**src/rtl/decoder_3_to_8_seq.sv**
```systemverilog
// ----------------------------------------------------------------------------
// decoder_3_to_8_seq
//
// Registered 3:8 decoder with a valid/ready input handshake and a
// pulse-stretching output sequencer. An accepted 3-bit code drives the
// matching one-hot line for PULSE_CYCLES cycles. The output then stays
// all-zero for GAP_CYCLES cycles before the block accepts another code.
//
// Optional feature macro: DEC_CNT_EN
//   When defined, this block adds the o_cnt port. o_cnt is a saturating
//   count of accepted codes and is cleared only by reset.
//
// Ports:
//   i_clk    - clock, rising edge
//   i_rst_n  - asynchronous active-low reset
//   i_en     - enable; low aborts any pulse and blocks acceptance
//   i_valid  - i_code is valid this cycle
//   i_code   - binary index 0..7
//   o_ready  - block can accept a code this cycle
//   o_y      - registered one-hot output (zero outside a pulse)
//   o_valid  - high while o_y carries a pulse
//   o_busy   - high while a pulse or its guard gap is in progress
//   o_cnt    - accepted-code count (DEC_CNT_EN only)
// ----------------------------------------------------------------------------
module decoder_3_to_8_seq #(
    parameter int unsigned PULSE_CYCLES = 4,
    parameter int unsigned GAP_CYCLES   = 1,
    parameter int unsigned CNT_W        = 8
) (
    input  logic             i_clk,
    input  logic             i_rst_n,
    input  logic             i_en,
    input  logic             i_valid,
    input  logic [2:0]       i_code,
    output logic             o_ready,
    output logic [7:0]       o_y,
    output logic             o_valid,
    output logic             o_busy
`ifdef DEC_CNT_EN
    ,
    output logic [CNT_W-1:0] o_cnt
`endif
);

    // The timer only has to hold PULSE_CYCLES-1 or GAP_CYCLES-1. The floor of
    // 2 keeps its width at one bit or more.
    localparam int unsigned MAX_PG = (PULSE_CYCLES > GAP_CYCLES) ? PULSE_CYCLES : GAP_CYCLES;
    localparam int unsigned MAX_T  = (MAX_PG > 2) ? MAX_PG : 2;
    localparam int unsigned TW     = $clog2(MAX_T);

    localparam logic [TW-1:0] PULSE_LOAD = TW'(PULSE_CYCLES - 1);
    localparam logic [TW-1:0] GAP_LOAD   = TW'((GAP_CYCLES > 0) ? GAP_CYCLES - 1 : 0);

    localparam logic [1:0] S_IDLE = 2'd0;
    localparam logic [1:0] S_HOLD = 2'd1;
    localparam logic [1:0] S_GAP  = 2'd2;

    logic [1:0]    r_state;
    logic [1:0]    w_state_nxt;
    logic [TW-1:0] r_tmr;
    logic [TW-1:0] w_tmr_nxt;
    logic [7:0]    r_y;
    logic [7:0]    w_y_nxt;
    logic          r_valid;
    logic          w_valid_nxt;
    logic          w_ready;
    logic          w_accept;

    // Ready depends only on registered state and the enable. i_valid never
    // reaches it.
    assign w_ready  = (r_state == S_IDLE) && i_en;
    assign w_accept = w_ready && i_valid;

    always_comb begin
        w_state_nxt = r_state;
        w_tmr_nxt   = r_tmr;
        w_y_nxt     = r_y;
        w_valid_nxt = r_valid;
        if (!i_en) begin
            // Abort from any state.
            w_state_nxt = S_IDLE;
            w_tmr_nxt   = '0;
            w_y_nxt     = 8'h00;
            w_valid_nxt = 1'b0;
        end else begin
            case (r_state)
                S_IDLE: begin
                    if (w_accept) begin
                        w_state_nxt = S_HOLD;
                        w_tmr_nxt   = PULSE_LOAD;
                        w_y_nxt     = 8'h01 << i_code;
                        w_valid_nxt = 1'b1;
                    end
                end
                S_HOLD: begin
                    if (r_tmr != '0) begin
                        w_tmr_nxt = r_tmr - TW'(1);
                    end else begin
                        w_y_nxt     = 8'h00;
                        w_valid_nxt = 1'b0;
                        if (GAP_CYCLES > 0) begin
                            w_state_nxt = S_GAP;
                            w_tmr_nxt   = GAP_LOAD;
                        end else begin
                            w_state_nxt = S_IDLE;
                            w_tmr_nxt   = '0;
                        end
                    end
                end
                S_GAP: begin
                    if (r_tmr != '0) begin
                        w_tmr_nxt = r_tmr - TW'(1);
                    end else begin
                        w_state_nxt = S_IDLE;
                    end
                end
                default: begin
                    w_state_nxt = S_IDLE;
                    w_tmr_nxt   = '0;
                    w_y_nxt     = 8'h00;
                    w_valid_nxt = 1'b0;
                end
            endcase
        end
    end

    always_ff @(posedge i_clk or negedge i_rst_n) begin
        if (!i_rst_n) begin
            r_state <= S_IDLE;
            r_tmr   <= '0;
            r_y     <= 8'h00;
            r_valid <= 1'b0;
        end else begin
            r_state <= w_state_nxt;
            r_tmr   <= w_tmr_nxt;
            r_y     <= w_y_nxt;
            r_valid <= w_valid_nxt;
        end
    end

`ifdef DEC_CNT_EN
    logic [CNT_W-1:0] r_cnt;

    // Saturating count. i_en does not clear it; only reset does.
    always_ff @(posedge i_clk or negedge i_rst_n) begin
        if (!i_rst_n) begin
            r_cnt <= '0;
        end else if (w_accept && (r_cnt != {CNT_W{1'b1}})) begin
            r_cnt <= r_cnt + CNT_W'(1);
        end
    end

    assign o_cnt = r_cnt;
`endif

    assign o_ready = w_ready;
    assign o_y     = r_y;
    assign o_valid = r_valid;
    assign o_busy  = (r_state == S_HOLD) || (r_state == S_GAP);

endmodule

```
**config.mk**
```make
export PLATFORM = sky130hd
export DESIGN_NAME = decoder_3_to_8_seq
export DESIGN_NICKNAME = d
export VERILOG_FILES = /design/src/rtl/decoder_3_to_8_seq.sv
export SDC_FILE = /design/constraint.sdc
export NUM_CORES = 1
export LEC_CHECK = 0
export BUFFER_PORTS_ARGS = -buffer_cell sky130_fd_sc_hd__buf_2
export CORE_MARGIN = 1.5
export CORE_UTILIZATION = 56
export CTS_CLUSTER_DIAMETER = 40
export CTS_CLUSTER_SIZE = 24
export DETAILED_ROUTE_END_ITERATION = 10
export MAX_ROUTING_LAYER = met4
export PLACE_DENSITY = 0.92
export SETUP_SLACK_MARGIN = 0.15
export SKIP_LAST_GASP = 1
export SYNTH_ARGS = -nofsm -noshare
export SYNTH_HDL_FRONTEND = slang
export SYNTH_SLANG_ARGS = --single-unit
```
**constraint.sdc**
```tcl
create_clock -name i_clk -period 2.75 [get_ports i_clk]
set_input_delay 0.1375 -clock i_clk [delete_from_list [all_inputs] [get_ports i_clk]]
set_output_delay 0.1375 -clock i_clk [all_outputs]
set_load 0.02 [all_outputs]
```
# After elaboration in Yosys (flattened, before gate mapping)

Cells that the tools add are included.

$add $sub $neg: 1
Shift-type cells: 1
Reductions and logical operators: 8
Muxes and demuxes: 18
Eq/ne operators: 7

Operators with widths:

| cell                                                                | count |
|---|---|
| 8-bit 2-to-1 mux                                                    | 3 |
| 8-bit one-hot mux with 3 select lines                               | 1 |
| 2-bit 2-to-1 mux                                                    | 8 |
| 3-bit != test (second input constant)                               | 4 |
| 2-bit one-hot mux with 3 select lines                               | 2 |
| 1-bit by 3-bit left shift with 8-bit output (first input constant)  | 1 |
| 3-bit AND reduction                                                 | 2 |
| 1-bit 2-to-1 mux                                                    | 3 |
| 1-bit one-hot mux with 3 select lines                               | 1 |
| 2-bit by 1-bit == test with 1-bit output (second input constant)    | 1 |
| 2-bit == test (second input constant)                               | 1 |
| 1-bit logical AND                                                   | 2 |
| 2-bit logical NOT                                                   | 1 |
| 2-bit != test (second input constant)                               | 1 |
| 2-bit AND reduction                                                 | 1 |
| 2-bit nonzero test                                                  | 1 |
| 2-bit by 1-bit subtractor with 2-bit output (second input constant) | 1 |
| 1-bit logical OR                                                    | 1 |

Register bits after elaboration: 13
Input port bits: 7
Output and inout bits: 11

# Depth between registers and ports, before layout

Gate-level depths: netlist of run 1.

Depth in word-level cells: 6
Mapped depth: 6
Mapped depth without buffers: 5

# Least setup slack after synthesis of run 1

Ideal clock, no wire load.

Path kind: register -> register
Start point: register r_state[0]
End point: register r_tmr[1]
Stages on the path, launching flop included: 6
Clock period less this slack: 1486 ps
Required time: 2649 ps
Setup slack: 1264 ps
Data arrival time: 1385 ps
Cell sequence: dfrtp_1 inv_1 ha_1 and2b_4 a2111o_1 o32ai_1

Longest elaborated chain between the ends: 5
Elaborated cells between the ends (all ways): 10
Those cells by class: eq/ne (4); mux (2); reduce/logical (4)

RTL lines:

| element                       | RTL line | RTL |
|---|---|---|
| from (decl)                   | 58       | `logic [1:0] r_state;` |
| from (signal assigned)        | 134      | `r_state <= w_state_nxt;` |
| 2-bit logical NOT             | 71, 86   |  |
| 1-bit logical AND             | 71       | `assign w_ready = (r_state == S_IDLE) && i_en;` |
| 1-bit logical AND             | 72       | `assign w_accept = w_ready && i_valid;` |
| 3-bit != test (no line)       | n/a      |  |
| 2-bit AND reduction (no line) | n/a      |  |
| to (signal assigned)          | 135      | `r_tmr <= w_tmr_nxt;` |
| to (decl)                     | 60       | `logic [TW-1:0] r_tmr;` |

Parallel ways exist; a longest one is shown, timed or not.
A chain may end at the register's enable or synchronous reset.

# Worst setup path in the final report of run 1

Start point: register r_state[0]
End point: register r_y[3] (netlist: o_y[3])

Longest elaborated chain between the ends: 5
Elaborated cells between the ends (all ways): 11
Those cells by class: eq/ne (5); mux (2); reduce/logical (4)

RTL lines:

| element                       | RTL line | RTL |
|---|---|---|
| 2-bit logical NOT             | 71, 86   |  |
| 1-bit logical AND             | 71       |  |
| 1-bit logical AND             | 72       |  |
| 3-bit != test (no line)       | n/a      |  |
| 3-bit AND reduction (no line) | n/a      |  |
| to (signal assigned)          | 136      | `r_y <= w_y_nxt;` |
| to (decl)                     | 62       | `logic [7:0] r_y;` |

Parallel ways exist; a longest one is shown, timed or not.

==> run metrics, run 1 <==
status complete, no violations; placed cell area 913 µm²; largest net degree at the start of global routing 21; # setup viols final 0; Arr. time, crit path 1.94 ns; Port Buf Inserts 17; Avg Vias per Cell 5.84; mux contribution to synthesized area 6.08%; Leak 0.490 nW; Clock transition at path regs 0.08 ns; fin nets 118; grt ovf 0; drc violations 0; drt wl/cell 14.8 µm; clock skew 0.00219 ns; Slew headroom 70.6%; post-route ant nets 0; Hold WC Path Type in2reg; internal power 0.000458 W; worst path cell trace inv_1 > ha_1 > and2b_4 > nor3_4 > mux2i_1; Max FO, Critical Path 8; final critical-path share of the clock period 63.4%; row cnt 13; Longest Clk Path Bufs 2; Core Footprint 1330 µm²; Ports 18; DRT Wirelength 1.73 mm; Cells after Synth 83; Post-Synth Simple-Gate Area 19.9%; Area Growth Syn to Fin 15.3%; worst skew pair latency 0.28 ns; drt pass-1 iters 4; slowest stage delay, CP 0.41 ns; CP startpoint kind flip-flop; Post-Syn Nets 98; global-route wire length before repair 2.75 mm; Switch Pwr 0.000371 W; Post-DP HPWL 1.25 mm; share of cells above drive strength 1 21.6%; Seq cells post-synth 13; critical path's top delay family simple AND/OR/NAND/NOR gates; clock tree sinks 13; Netlist cell types 28; GR Util met1 36.3%; GP Congestion 0.879; Max Cap Viol 0; Comb power frac 53.3%; crit end category flip-flop; measured slew at the worst slew-check pin 0.439 ns; Req. time, crit path 2.95 ns; met2 Use GR 37.5%; Reg power frac 31.8%; largest family of logic cells by synthesized area simple AND/OR/NAND/NOR gates; Global Route Usage Sum 27.1%; RSZ-0062 raised after global routing false; Starting Density 61.7%; Via Count 683; TritonCTS clock tree built; sequential area share after synthesis 39.5%; Synth Cell Area 823 µm²; crit path time final 1.74 ns; pins over their slew limit 0; GR met3 Demand/Resource 4.79%; Max Freq 0.573 GHz; Switching Share 44.7%; die area 1710 µm²; final hold violation count 0; Clk pwr share 14.9%; initial antenna violation count 0; Crit path buffers/inverters 1; Ant. Diodes 0; post-route cell area 950 µm²; clock root buffer clkbuf_4; grt peak-use layer met2; total CTS buffers 3; DIE HEIGHT 41.3 µm; fillers 104; Synth Area in Adders 12.2%; Mean Syn Cell Area 9.92 µm²; Synth Warn # 0; vias in the first global route 591; post-synthesis xor/xnor area fraction 0%; TNS Setup 0 ns; chip width 41.3 µm; Crit Path Category reg2reg; maximum vdd drop 0.547 mV; number of H-tree levels 1; DRT iter0 DRCs 19; compound-cell area share of the yosys netlist 17.5%; PD cells 873 nW/µm²; Slowest-stage cell, CP dfrtp_1
==> area by class of cell <==
| type | instances | area [µm²] | area share, % |
|---|---|---|---|
| clock buffers | 4 | 26.3 | 2.77 |
| inverters | 7 | 26.3 | 2.77 |
| multi-input cells | 60 | 458 | 48.2 |
| flip-flops and latches | 13 | 325 | 34.3 |
| well taps | 15 | 18.8 | 1.98 |
| repair buffers | 18 | 95.1 | 10.0 |
==> worst paths after layout <==
| check | cells past startpoint | start | endpoint | slack [ns] |
|---|---|---|---|---|
| max | 5 | r_state[0] | o_y[3] | 1.01 |
| min | 3 | i_valid | r_state[0] | 0.15 |
| max reg2reg | 5 | r_state[0] | o_y[3] | 1.01 |
| min reg2reg | 2 | o_y[4] | o_y[4] | 0.55 |
| max in group asynchronous | 2 | i_rst_n | o_y[2] | 2.26 |
| min in group asynchronous | 2 | i_rst_n | o_valid | 0.26 |
==> cells in the mapped netlist, drive strengths merged <==
| cell type | count | area (µm²) |
|---|---|---|
| nor3 | 3 | 26.3 |
| a31oi | 4 | 25.0 |
| nand2 | 8 | 30.0 |
| nand2b | 3 | 18.8 |
| buf | 2 | 10.0 |
| a21oi | 1 | 5.00 |
| a21boi | 1 | 7.51 |
| clkbuf | 1 | 3.75 |
| nand4 | 2 | 12.5 |
| o21bai | 1 | 7.51 |
| a221oi | 2 | 17.5 |
| and2 | 2 | 12.5 |
| mux2i | 5 | 50.1 |
| o21ai | 1 | 5.00 |
| nand3 | 3 | 15.0 |
| a41o | 3 | 30.0 |
| ha | 8 | 100 |
| o311ai | 1 | 8.76 |
| nor2 | 2 | 7.51 |
| and2b | 1 | 10.0 |
| nor2b | 4 | 25.0 |
| o32ai | 2 | 17.5 |
| inv | 7 | 26.3 |
| dfrtp | 13 | 325 |
| a2111o | 1 | 11.3 |
| or3 | 1 | 6.26 |
| o2111ai | 1 | 8.76 |
==> through the flow <==
step	utilization [%]	hold slack [ns]	setup WS (ns)	std cells	total power, W
6_report	71.2	0.154	1.01	117	0.000829
2_1_floorplan	-	-0.158	1.26	83	0.000602
3_3_place_gp	68.5	0.0341	1.12	112	0.000687
5_1_grt	71.2	0.164	0.901	117	0.000900
3_5_place_dp	68.5	0.0401	1.02	112	0.000699
4_1_cts	71.2	0.150	1.01	117	0.000827
==> worst min-delay path: stages <==
cell and delay [ns]:
buf_2 0.12, o21ai_0 0.06, a21boi_0 0.07
==> flip-flops by register name (all words and copies together) (netlist names) <==
signal / cells
o_valid: 1
r_state: 2
o_y: 8
r_tmr: 2
==> kinds of logic after synthesis <==
| logic type | after synthesis |
|---|---|
| and+or+nand+nor | 29 |
| DFF | 13 |
| AOI/OAI and AO/OA | 18 |
| muxes | 5 |
| buffers and inverters | 10 |
| adders and majority gates | 8 |
==> placed cells by master, fill, tap and decap left out, drive strengths merged, types with 2 or more instances in the layout <==
cell type	n
ha	8
and2	2
a41o	3
nor2	2
a221oi	2
nand2b	3
clkbuf	4
o32ai	2
nor3	3
nor2b	4
nand4	2
dfrtp	13
nand2	8
inv	7
nand3	3
mux2i	5
a31oi	4
buf	17
==> per-layer routing <==
metal	vias to the layer above	part of all wire, %	wire length, µm
met5	-	0	0
met4	0	3.0	52
met3	7	3.6	62
met2	19	44	771
met1	315	49	847
li1	342	-	-
==> what timing repair did <==
item / in CTS / in global routing
endpoints found under the hold margin: 13 / 0
hold buffers: 1 / 0
setup buffers: 0 / 0
gates resized for setup: 0 / 0
==> power groups by stage <==
stage	clock (W)	combinational (W)	sequential [W]
final	0.000123	0.000442	0.000264
after CTS	0.000126	0.000438	0.000263
after floorplan	0	0.000322	0.000280
after global routing	0.000134	0.000495	0.000271
after global placement	0	0.000425	0.000262
after detailed placement	0	0.000432	0.000266
Power figures use the tool's default switching activity.
==> inputs of run 2 (changes only) <==
CORE_UTILIZATION = 52   (was 56)
PLACE_DENSITY = 0.87   (was 0.92)
clock period = 1.7 ns   (was 2.75 ns; I/O delays follow)
==> run metrics, run 2 (synthesis results as in run 1) <==
Switching Share 42.8%; die area 1830 µm²; Crit path buffers/inverters 3; row cnt 14; DIE HEIGHT 42.8 µm; DRT iter0 DRCs 13; Clk pwr share 12.3%; worst path cell trace inv_2 > ha_2 > buf_4 > and2_1 > buf_4; Hold WC Path Type in2reg; fillers 99; Longest Clk Path Bufs 2; FF-to-FF End o_y[2]; Inst Count DP 114; GP Congestion 0.869; critical path's top delay family flip-flops; Max FO, Critical Path 7; maximum vdd drop 0.918 mV; Clock transition at path regs 0.08 ns; Ports 18; clock skew 0.0111 ns; grt ovf 0; Port Buf Inserts 17; setup slack, reg-to-reg 0.21 ns; DRT Wirelength 1.78 mm; Core Footprint 1490 µm²; drt wl/cell 14.5 µm; Post-DP HPWL 1.22 mm; Req. time, crit path 1.62 ns; reg-to-reg startpoint r_state[0]; measured slew at the worst slew-check pin 0.321 ns; clock root buffer clkbuf_4; clock tree sinks 13; vias in the first global route 689; Switch Pwr 0.000664 W; Reg power frac 27.4%; Max Cap Viol 0; crit path time final 1.51 ns; Slew headroom 78.3%; number of H-tree levels 1; share of cells above drive strength 1 34.6%; final hold violation count 0; WHS Endpoint o_y[7]; final critical-path share of the clock period 88.9%; drt pass-1 iters 5; internal power 0.000889 W; worst skew pair latency 0.28 ns; Layout Cells excl Fill 123; Starting Density 55.3%; max reg flops 8; PD cells 1490 nW/µm²; commonest non-fill, non-tap cell in the layout buf_2; TritonCTS clock tree built; hold path depth 3; most frequent cells in the layout buf_2 (16), dfrtp_1 (13), nand2_1 (8); Global Route Usage Sum 21.9%; largest net degree at the start of global routing 21; Max Freq 0.661 GHz; # setup viols final 0; CP most frequent cell buf_4; FF+latch area 325 µm²; R2R depth 6; TNS Setup 0 ns; total CTS buffers 3; pins over their slew limit 0; Arr. time, crit path 1.43 ns; Leak 0.520 nW; area occupied by multi-input gates 503 µm²; Area Growth Syn to Fin 26.3%; post-route ant nets 0; RSZ-0062 raised after global routing false; Slowest-stage cell, CP dfrtp_1; Ant. Diodes 0; Comb power frac 60.3%; Crit Path Category reg2out; drc violations 0; initial antenna violation count 0; chip width 42.8 µm; crit end category primary output; slowest stage delay, CP 0.42 ns; Via Count 730; fin nets 123; CP startpoint kind flip-flop; status complete, no violations; Avg Vias per Cell 5.93; global-route wire length before repair 2.97 mm; CP Depth 5; Core Util, Final 69.8%; beginning of the worst hold path i_code[0]
[run 2: cell count changes in the layout (fill, tap and decap cells not counted), sizes merged]
cell  previous run  this run
buf             17        22
[run 2: timing repair]
action / CTS / global route
resized for setup: 4 / 10
cloned: 0 / 0
pin swaps: 1 / 2
endpoints found under the setup margin: 12 / 12
setup buffers: 2 / 2
hold buffers: 1 / 0
endpoints found under the hold margin: 13 / 0
[run 2: how the worst max path moves through the flow]
stage	slack [ns]	from	endpoint
2_1_floorplan	0.21	r_state[0]	r_tmr[1]
6_report	0.19	r_state[0]	o_ready
3_5_place_dp	0.10	r_state[1]	o_y[3]
5_1_grt	0.14	r_state[1]	o_ready
4_1_cts	0.15	r_state[0]	r_tmr[1]
3_3_place_gp	0.15	r_state[1]	o_y[3]
[run 2: layout make-up]
type	instances	share of cell area (%)
multi-input cells	60	48.4
flip-flops and latches	13	31.3
repair buffers	23	13.4
clock buffers	4	2.53
inverters	7	2.53
well taps	16	1.93
[run 2: power groups by stage]
stage	Clock, W	Sequential (W)	Combinational (W)
floorplan	0	0.000453	0.000520
global placement	0	0.000424	0.000702
detailed placement	0	0.000429	0.000727
CTS	0.000193	0.000427	0.000786
global route	0.000206	0.000438	0.00102
finish	0.000191	0.000426	0.000937
[run 2: per-stage QoR]
step / worst slack (ns) / hold slack [ns] / area, µm² / total power [W]
6_report: 0.188 / 0.104 / 1040 / 0.00155
5_1_grt: 0.142 / 0.118 / 1040 / 0.00166
4_1_cts: 0.154 / 0.100 / 978 / 0.00141
3_5_place_dp: 0.103 / -0.0174 / 922 / 0.00116
3_3_place_gp: 0.149 / -0.0209 / 922 / 0.00113
2_1_floorplan: 0.214 / -0.211 / 823 / 0.000973
[run 2: tightest hold or removal path, cell delays in order]
cell,delay (ns)
buf_2,0.12
nand4_1,0.06
mux2i_1,0.06
[run 2: metal layers]
layer	routed length (µm)	part of all wire, %	vias to the layer above	GRT usage, %
met2	853	48	29	34.2
met3	88	4.9	5	2.55
met1	817	46	338	29.3
met5	0	0	-	-
met4	22	1.2	0	8.13
li1	-	-	358	-
